[src/rtl/cussen_pkg.sv]
// Shared definitions for the cussen datapath: the FSM state encoding, the overflow
// mode constants and the pointer/count width helpers.
package cussen_pkg;

   typedef enum logic [2:0] {
      ST_IDLE    = 3'd0,
      ST_SCAN    = 3'd1,
      ST_MULT    = 3'd2,
      ST_SCATTER = 3'd3,
      ST_DONE    = 3'd4
   } state_t;

   localparam int SAT_TRUNC = 32'sd0;
   localparam int SAT_CLAMP = 32'sd1;

   // A one-entry table still needs a one-bit pointer field.
   function automatic int ptr_w(input int n);
      return (n < 32'sd2) ? 32'sd1 : $clog2(n);
   endfunction

   function automatic int cnt_w(input int n);
      return $clog2(n + 32'sd1);
   endfunction

endpackage

[src/rtl/cussen_scale_unit.sv]
// Registered W x W multiplier whose full product is reduced to OW bits, either by
// keeping the low bits or by clamping to the all-ones maximum.
module cussen_scale_unit
   import cussen_pkg::*;
#(
   parameter int W   = 8,
   parameter int OW  = 8,
   parameter int SAT = 0
) (
   input  logic          clk,
   input  logic          rst_n,
   input  logic          en,
   input  logic [W-1:0]  a,
   input  logic [W-1:0]  b,
   output logic [OW-1:0] q
);

   // Wide enough for the full product and for the output width, whichever is larger.
   localparam int XW = (2 * W > OW) ? 2 * W : OW;

   logic [XW-1:0] full_s;
   logic [OW-1:0] q_r;

   function automatic logic [OW-1:0] reduce(input logic [XW-1:0] full);
      if ((SAT == SAT_CLAMP) && (full > XW'({OW{1'b1}}))) begin
         reduce = {OW{1'b1}};
      end else begin
         reduce = OW'(full);
      end
   endfunction

   assign full_s = XW'(a) * XW'(b);
   assign q      = q_r;

   // Product register, loaded once per multiply cycle.
   always_ff @(posedge clk or negedge rst_n) begin
      if (!rst_n) begin
         q_r <= '0;
      end else if (en) begin
         q_r <= reduce(full_s);
      end else begin
         q_r <= q_r;
      end
   end

endmodule

[src/rtl/cussen_dedup_scaler.sv]
// Repeat-aware vector scaler: finds the distinct element values, multiplies only
// those by the scalar through one shared multiplier, and scatters the products back.
module cussen_dedup_scaler
   import cussen_pkg::*;
#(
   parameter int  N   = 9,
   parameter int  W   = 8,
   parameter int  OW  = 8,
   parameter int  SAT = 0,
   localparam int PW  = ptr_w(N),
   localparam int CW  = cnt_w(N)
) (
   input  logic            clk,
   input  logic            rst_n,
   input  logic            in_valid,
   output logic            in_ready,
   input  logic [N*W-1:0]  in_data,
   input  logic [W-1:0]    scalar,
   output logic            out_valid,
   input  logic            out_ready,
   output logic [N*OW-1:0] out_data,
   output logic [N*PW-1:0] pointers,
   output logic [CW-1:0]   unique_count
);

   state_t          state_r, state_s;
   logic [W-1:0]    elem_r [N];
   logic [W-1:0]    uniq_r [N];
   logic [PW-1:0]   ptr_r  [N];
   logic [OW-1:0]   prod_r [N];
   logic [W-1:0]    scalar_r;
   logic [PW-1:0]   idx_r, k_r, pend_k_r;
   logic [CW-1:0]   u_r;
   logic            pend_v_r;
   logic            in_ready_r, out_valid_r;
   logic [N*OW-1:0] out_data_r;
   logic [N*PW-1:0] pointers_r;
   logic [CW-1:0]   ucnt_r;
   logic            accept_s, hit_s;
   logic [PW-1:0]   hit_idx_s;
   logic [W-1:0]    cur_s;
   logic [OW-1:0]   mul_q_s;
   logic [OW-1:0]   scat_s [N];

   assign accept_s     = in_valid && in_ready_r;
   assign in_ready     = in_ready_r;
   assign out_valid    = out_valid_r;
   assign out_data     = out_data_r;
   assign pointers     = pointers_r;
   assign unique_count = ucnt_r;

   cussen_scale_unit #(.W(W), .OW(OW), .SAT(SAT)) u_scale (
      .clk   (clk),
      .rst_n (rst_n),
      .en    (state_r == ST_MULT),
      .a     (uniq_r[k_r]),
      .b     (scalar_r),
      .q     (mul_q_s)
   );

   // Next-state decode.
   always_comb begin
      state_s = state_r;
      case (state_r)
         ST_IDLE:    if (accept_s) state_s = ST_SCAN; else state_s = state_r;
         ST_SCAN:    if (idx_r == PW'(N - 1)) state_s = ST_MULT; else state_s = state_r;
         ST_MULT:    if (CW'(k_r) == u_r - CW'(1)) state_s = ST_SCATTER; else state_s = state_r;
         ST_SCATTER: state_s = ST_DONE;
         ST_DONE:    if (out_ready) state_s = ST_IDLE; else state_s = state_r;
         default:    state_s = ST_IDLE;
      endcase
   end

   // Parallel compare of the current element against the filled table entries;
   // scanning downwards leaves the lowest matching entry as the winner.
   always_comb begin
      cur_s     = elem_r[idx_r];
      hit_s     = 1'b0;
      hit_idx_s = '0;
      for (int j = N - 1; j >= 0; j--) begin
         if ((CW'(j) < u_r) && (uniq_r[j] == cur_s)) begin
            hit_s     = 1'b1;
            hit_idx_s = PW'(j);
         end else begin
            hit_s     = hit_s;
            hit_idx_s = hit_idx_s;
         end
      end
   end

   // The last product is still in the multiplier register during SCATTER, so bypass it.
   always_comb begin
      for (int i = 0; i < N; i++) begin
         if (pend_v_r && (ptr_r[i] == pend_k_r)) begin
            scat_s[i] = mul_q_s;
         end else begin
            scat_s[i] = prod_r[ptr_r[i]];
         end
      end
   end

   // State register.
   always_ff @(posedge clk or negedge rst_n) begin
      if (!rst_n) state_r <= ST_IDLE;
      else        state_r <= state_s;
   end

   // Working copy of the vector, unique/pointer/product tables and counters.
   always_ff @(posedge clk or negedge rst_n) begin
      if (!rst_n) begin
         for (int i = 0; i < N; i++) begin
            elem_r[i] <= '0;
            uniq_r[i] <= '0;
            ptr_r[i]  <= '0;
            prod_r[i] <= '0;
         end
         scalar_r <= '0;
         idx_r    <= '0;
         k_r      <= '0;
         u_r      <= '0;
         pend_v_r <= 1'b0;
         pend_k_r <= '0;
      end else begin
         case (state_r)
            ST_IDLE: begin
               if (accept_s) begin
                  for (int i = 0; i < N; i++) begin
                     elem_r[i] <= in_data[i*W +: W];
                     uniq_r[i] <= '0;
                  end
                  scalar_r <= scalar;
                  idx_r    <= '0;
                  u_r      <= '0;
               end
            end
            ST_SCAN: begin
               if (hit_s) begin
                  ptr_r[idx_r] <= hit_idx_s;
               end else begin
                  uniq_r[PW'(u_r)] <= cur_s;
                  ptr_r[idx_r]     <= PW'(u_r);
                  u_r              <= u_r + CW'(1);
               end
               idx_r <= idx_r + PW'(1);
               k_r   <= '0;
            end
            ST_MULT: k_r <= k_r + PW'(1);
            default: k_r <= k_r;
         endcase
         pend_v_r <= (state_r == ST_MULT);
         pend_k_r <= k_r;
         if (pend_v_r) prod_r[pend_k_r] <= mul_q_s;
      end
   end

   // Handshake flags and result registers.
   always_ff @(posedge clk or negedge rst_n) begin
      if (!rst_n) begin
         in_ready_r  <= 1'b0;
         out_valid_r <= 1'b0;
         out_data_r  <= '0;
         pointers_r  <= '0;
         ucnt_r      <= '0;
      end else begin
         in_ready_r  <= (state_s == ST_IDLE);
         out_valid_r <= (state_s == ST_DONE);
         if (state_r == ST_SCATTER) begin
            for (int i = 0; i < N; i++) begin
               out_data_r[i*OW +: OW] <= scat_s[i];
               pointers_r[i*PW +: PW] <= ptr_r[i];
            end
            ucnt_r <= u_r;
         end
      end
   end

endmodule

[config.mk]
export PLATFORM = sky130hd
export DESIGN_NAME = cussen_dedup_scaler
export DESIGN_NICKNAME = d
export VERILOG_FILES = /design/src/rtl/cussen_pkg.sv /design/src/rtl/cussen_scale_unit.sv /design/src/rtl/cussen_dedup_scaler.sv
export SDC_FILE = /design/constraint.sdc
export NUM_CORES = 1
export LEC_CHECK = 0
export CORE_UTILIZATION = 55
export DETAILED_ROUTE_END_ITERATION = 8
export GPL_TIMING_DRIVEN = 1
export PLACE_DENSITY_LB_ADDON = 0.05
export REMOVE_ABC_BUFFERS = 1
export SYNTH_ARGS = -nofsm -noshare
export SYNTH_HDL_FRONTEND = slang
export SYNTH_HIERARCHICAL = 1
export SYNTH_SLANG_ARGS = --single-unit
[constraint.sdc]
create_clock -name clk -period 13 [get_ports clk]
set_input_delay 1.3 -clock clk [delete_from_list [all_inputs] [get_ports clk]]
set_output_delay 1.3 -clock clk [all_outputs]
set_load 0.1 [all_outputs]
==> summary.txt <==
Run status
  • Status: completed

Route
  • Final wirelength: 82.3 mm
  • Length of the first detailed-routing pass in iterations: 6
  • DRC viols: 0
  • Wire length per cell: 25.7 microns
  • Vias post-DR: 20700
  • DR iter-0 viols: 1955
  • Vias per cell: 6.47
  • DRT antenna net count: 0

Global routing
  • Largest net degree at the start of global routing: 140
  • First-pass GRT wire length: 126 mm
  • Vias in the first global route: 20700
  • GRT Total Usage: 35.6%
  • Grt ovf: 0
  • Initial antenna violation count: 0

Final layout
  • Fill cell count: 3707
  • Antenna diodes: 0
  • Final Instance Area: 29200 sq um
  • NumNets Final: 2684
  • Layout area overhead: 14.7%
  • Layout cell share with drive strength beyond 1: 18.8%

Synth
  • #FFs+latches synth: 402
  • Synth unique cells: 95
  • Fraction of registers with async set/reset: 100%
  • Synth warnings: 6
  • Post-synth EDFFs: 0
  • Mapped Area: 25500 sq um
  • Post-synthesis sequential area ratio: 39.5%
  • Cells after synthesis: 2472
  • Dominant synthesized flop cell: dfrtp_1
  • Avg Inst Size Synth: 10.3 sq um

Timing
  • Achievable Freq: 180 MHz
  • Hold WS: 469 ps
  • Final WS setup: 7440 ps
  • Period minus WS final: 5560 ps
  • RSZ-0062 raised after global routing: false
  • Final setup fails: 0
  • Final hold violations: 0
  • Worst-margin pin slew: 1270 ps
  • Clk_skew: 30.2 ps
  • Slew headroom: 15.0%
  • Final worst path period share: 42.8%
  • TNS Setup: 0 ps
  • Final-report max-slew violation count: 0

Critical path
  • Worst-path fanout max: 22
  • WP data required: 13490 ps
  • Critical path endpoint category: flop
  • Worst reg2reg path depth: 16
  • CP startpoint kind: flop
  • Setup Crit Path Kind: reg -> reg
  • Critical register-to-register path startpoint: k_r[1]
  • CP Launch Point: k_r[1]
  • WP data arrival: 6060 ps

CTS
  • CTS clk-pin slew, worst paths: 60 ps
  • Clk_lat worst skew: 600 ps
  • Clock Tree Buf Depth: 3
  • Num CTS Buffers: 44
  • H-Tree Depth: 2
  • CTS Sinks: 402
  • Postcts setup bufs: 0
  • Post-CTS Hold Buffers: 0
  • Root buf cell: clkbuf_16
  • CTS tree: built
  • Post_cts resized: 0

Worst hold path
  • HP Start: elem_r[1]
  • Hold Path Stages: 2
  • Hold Path Class: reg -> reg

Die
  • FP Rows: 78
  • Die Y: 217 microns
  • Ports: 198
  • Total die area: 47200 sq um
  • Die Wd: 217 microns
  • Core footprint: 45600 sq um
  • Initial Util: 55.9%

Power and ir drop
  • Pwr/cell area: 245 nW/um^2
  • Lkg Pwr: 12.6 nW
  • Peak VDD IR: 0.000306 V

Placement
  • DPL Wire Length: 56.3 mm
  • Port-buffer cells: 197
  • Gpl congestion: 1.00
  • DP Worst Slack: 7470 ps
  • Post-DP Area: 27800 sq um

Job
  • Max-cap violations: 0
sequential cells by signal (all words and copies together) (netlist names), 8 cells and up:
register / cells
pointers: 36
prod_r: 72
ptr_r: 36
scalar_r: 8
out_data: 72
elem_r: 72
u_scale/q: 8
uniq_r: 72
metal layers:
layer	track usage, %	part of all wire, %	vias to the layer above
met4	23.2	7.4	0
met1	43.2	37	10300
li1	-	-	9090
met5	0	0	-
met2	59.1	48	996
met3	5.69	7.2	312
Yosys cell counts (19+ instances only):
library cell | instances | share of area [%]
mux2_2 | 138 | 6.1
clkbuf_1 | 151 | 2.2
mux2i_1 | 117 | 4.6
nand2_1 | 454 | 6.7
ha_1 | 25 | 1.2
a21oi_1 | 174 | 3.4
and2_1 | 25 | 0.61
nor2_1 | 182 | 2.7
inv_1 | 34 | 0.50
xnor2_1 | 46 | 1.6
dfrtp_1 | 402 | 39
xor2_1 | 46 | 1.6
o21ai_0 | 115 | 2.3
nand3_1 | 19 | 0.37
o22ai_1 | 46 | 1.1
mux4_2 | 160 | 14
cell usage in the layout, fill, tap and decap left out, types with 9 or more instances in the layout:
master | synthesis | final
a41oi_2 | 8 | 9
nor4_2 | 4 | 12
inv_1 | 34 | 34
o22ai_1 | 46 | 46
mux2i_1 | 117 | 117
a21oi_1 | 174 | 174
mux4_2 | 160 | 160
nor3_1 | 18 | 18
buf_4 | 6 | 46
clkdlybuf4s50_1 | 0 | 196
clkbuf_1 | 151 | 12
fa_1 | 12 | 12
nand4_1 | 18 | 18
nor2_1 | 182 | 181
ha_1 | 25 | 25
nand2_1 | 454 | 454
nand3_1 | 19 | 19
dfrtp_1 | 402 | 401
and2_1 | 25 | 25
or3_1 | 11 | 11
clkbuf_16 | 0 | 45
xor2_1 | 46 | 46
mux2_2 | 138 | 138
xnor2_1 | 46 | 46
a32o_1 | 15 | 15
o21ai_0 | 115 | 115
critical path, cell delays in order (launching register included):
cell and delay, ps:
dfrtp_1 700, nor4b_1 1050, nand2_1 140, o21ai_0 290
nand2_1 170, fa_1 580, inv_1 50, ha_1 260
inv_1 80, fa_1 430, fa_1 490, inv_1 40
ha_1 290, a21oi_1 160, xnor3_1 230, xnor3_1 380
a21oi_1 150
layout make-up:
cell class / instances / area, sq um / area share (%)
multi-input combinational: 1835 / 14600 / 49.8
sequential: 402 / 10100 / 34.4
timing repair buffer: 244 / 2340 / 8.01
clock buffer: 62 / 1240 / 4.24
tap: 600 / 751 / 2.57
clock inverter: 16 / 149 / 0.509
inverter: 36 / 135 / 0.462
where the power goes:
part | internal (mW) | total [mW] | switching, mW | leakage, nW
combinational | 1.31 | 3.67 | 2.36 | 6.60
sequential | 1.60 | 2.27 | 0.668 | 5.37
clock | 0.705 | 1.24 | 0.530 | 0.678
logic make-up after synthesis:
kind of cell    count (synthesis)  synth area share (%)
simple gates                  848                  15.4
compound gates                437                  10.7
mux                           418                  25.0
flops                         402                  39.5
buf+inv                       235                  3.90
xor+xnor                       95                  3.40
fa+ha+maj                      37                  2.17
through the flow:
stage / std cells / utilization (%) / power (mW)
after global routing: 3195 / 64.2 / 7.51
after floorplan: 2273 / - / 4.60
after CTS: 3195 / 64.2 / 7.15
after detailed placement: 3117 / 61.1 / 5.91
final: 3195 / 64.2 / 7.17
after global placement: 3117 / 61.1 / 5.86
worst paths after layout:
path / to / slack (ps)
min in group asynchronous: pointers[19] / 800
hold / removal: elem_r[1] / 470
setup / recovery: u_scale/q[7] / 7440
max in group asynchronous: out_data[6] / 10650
setup reg to reg: u_scale/q[7] / 7440
hold reg to reg: elem_r[1] / 470
Power figures use the tool's default switching activity.
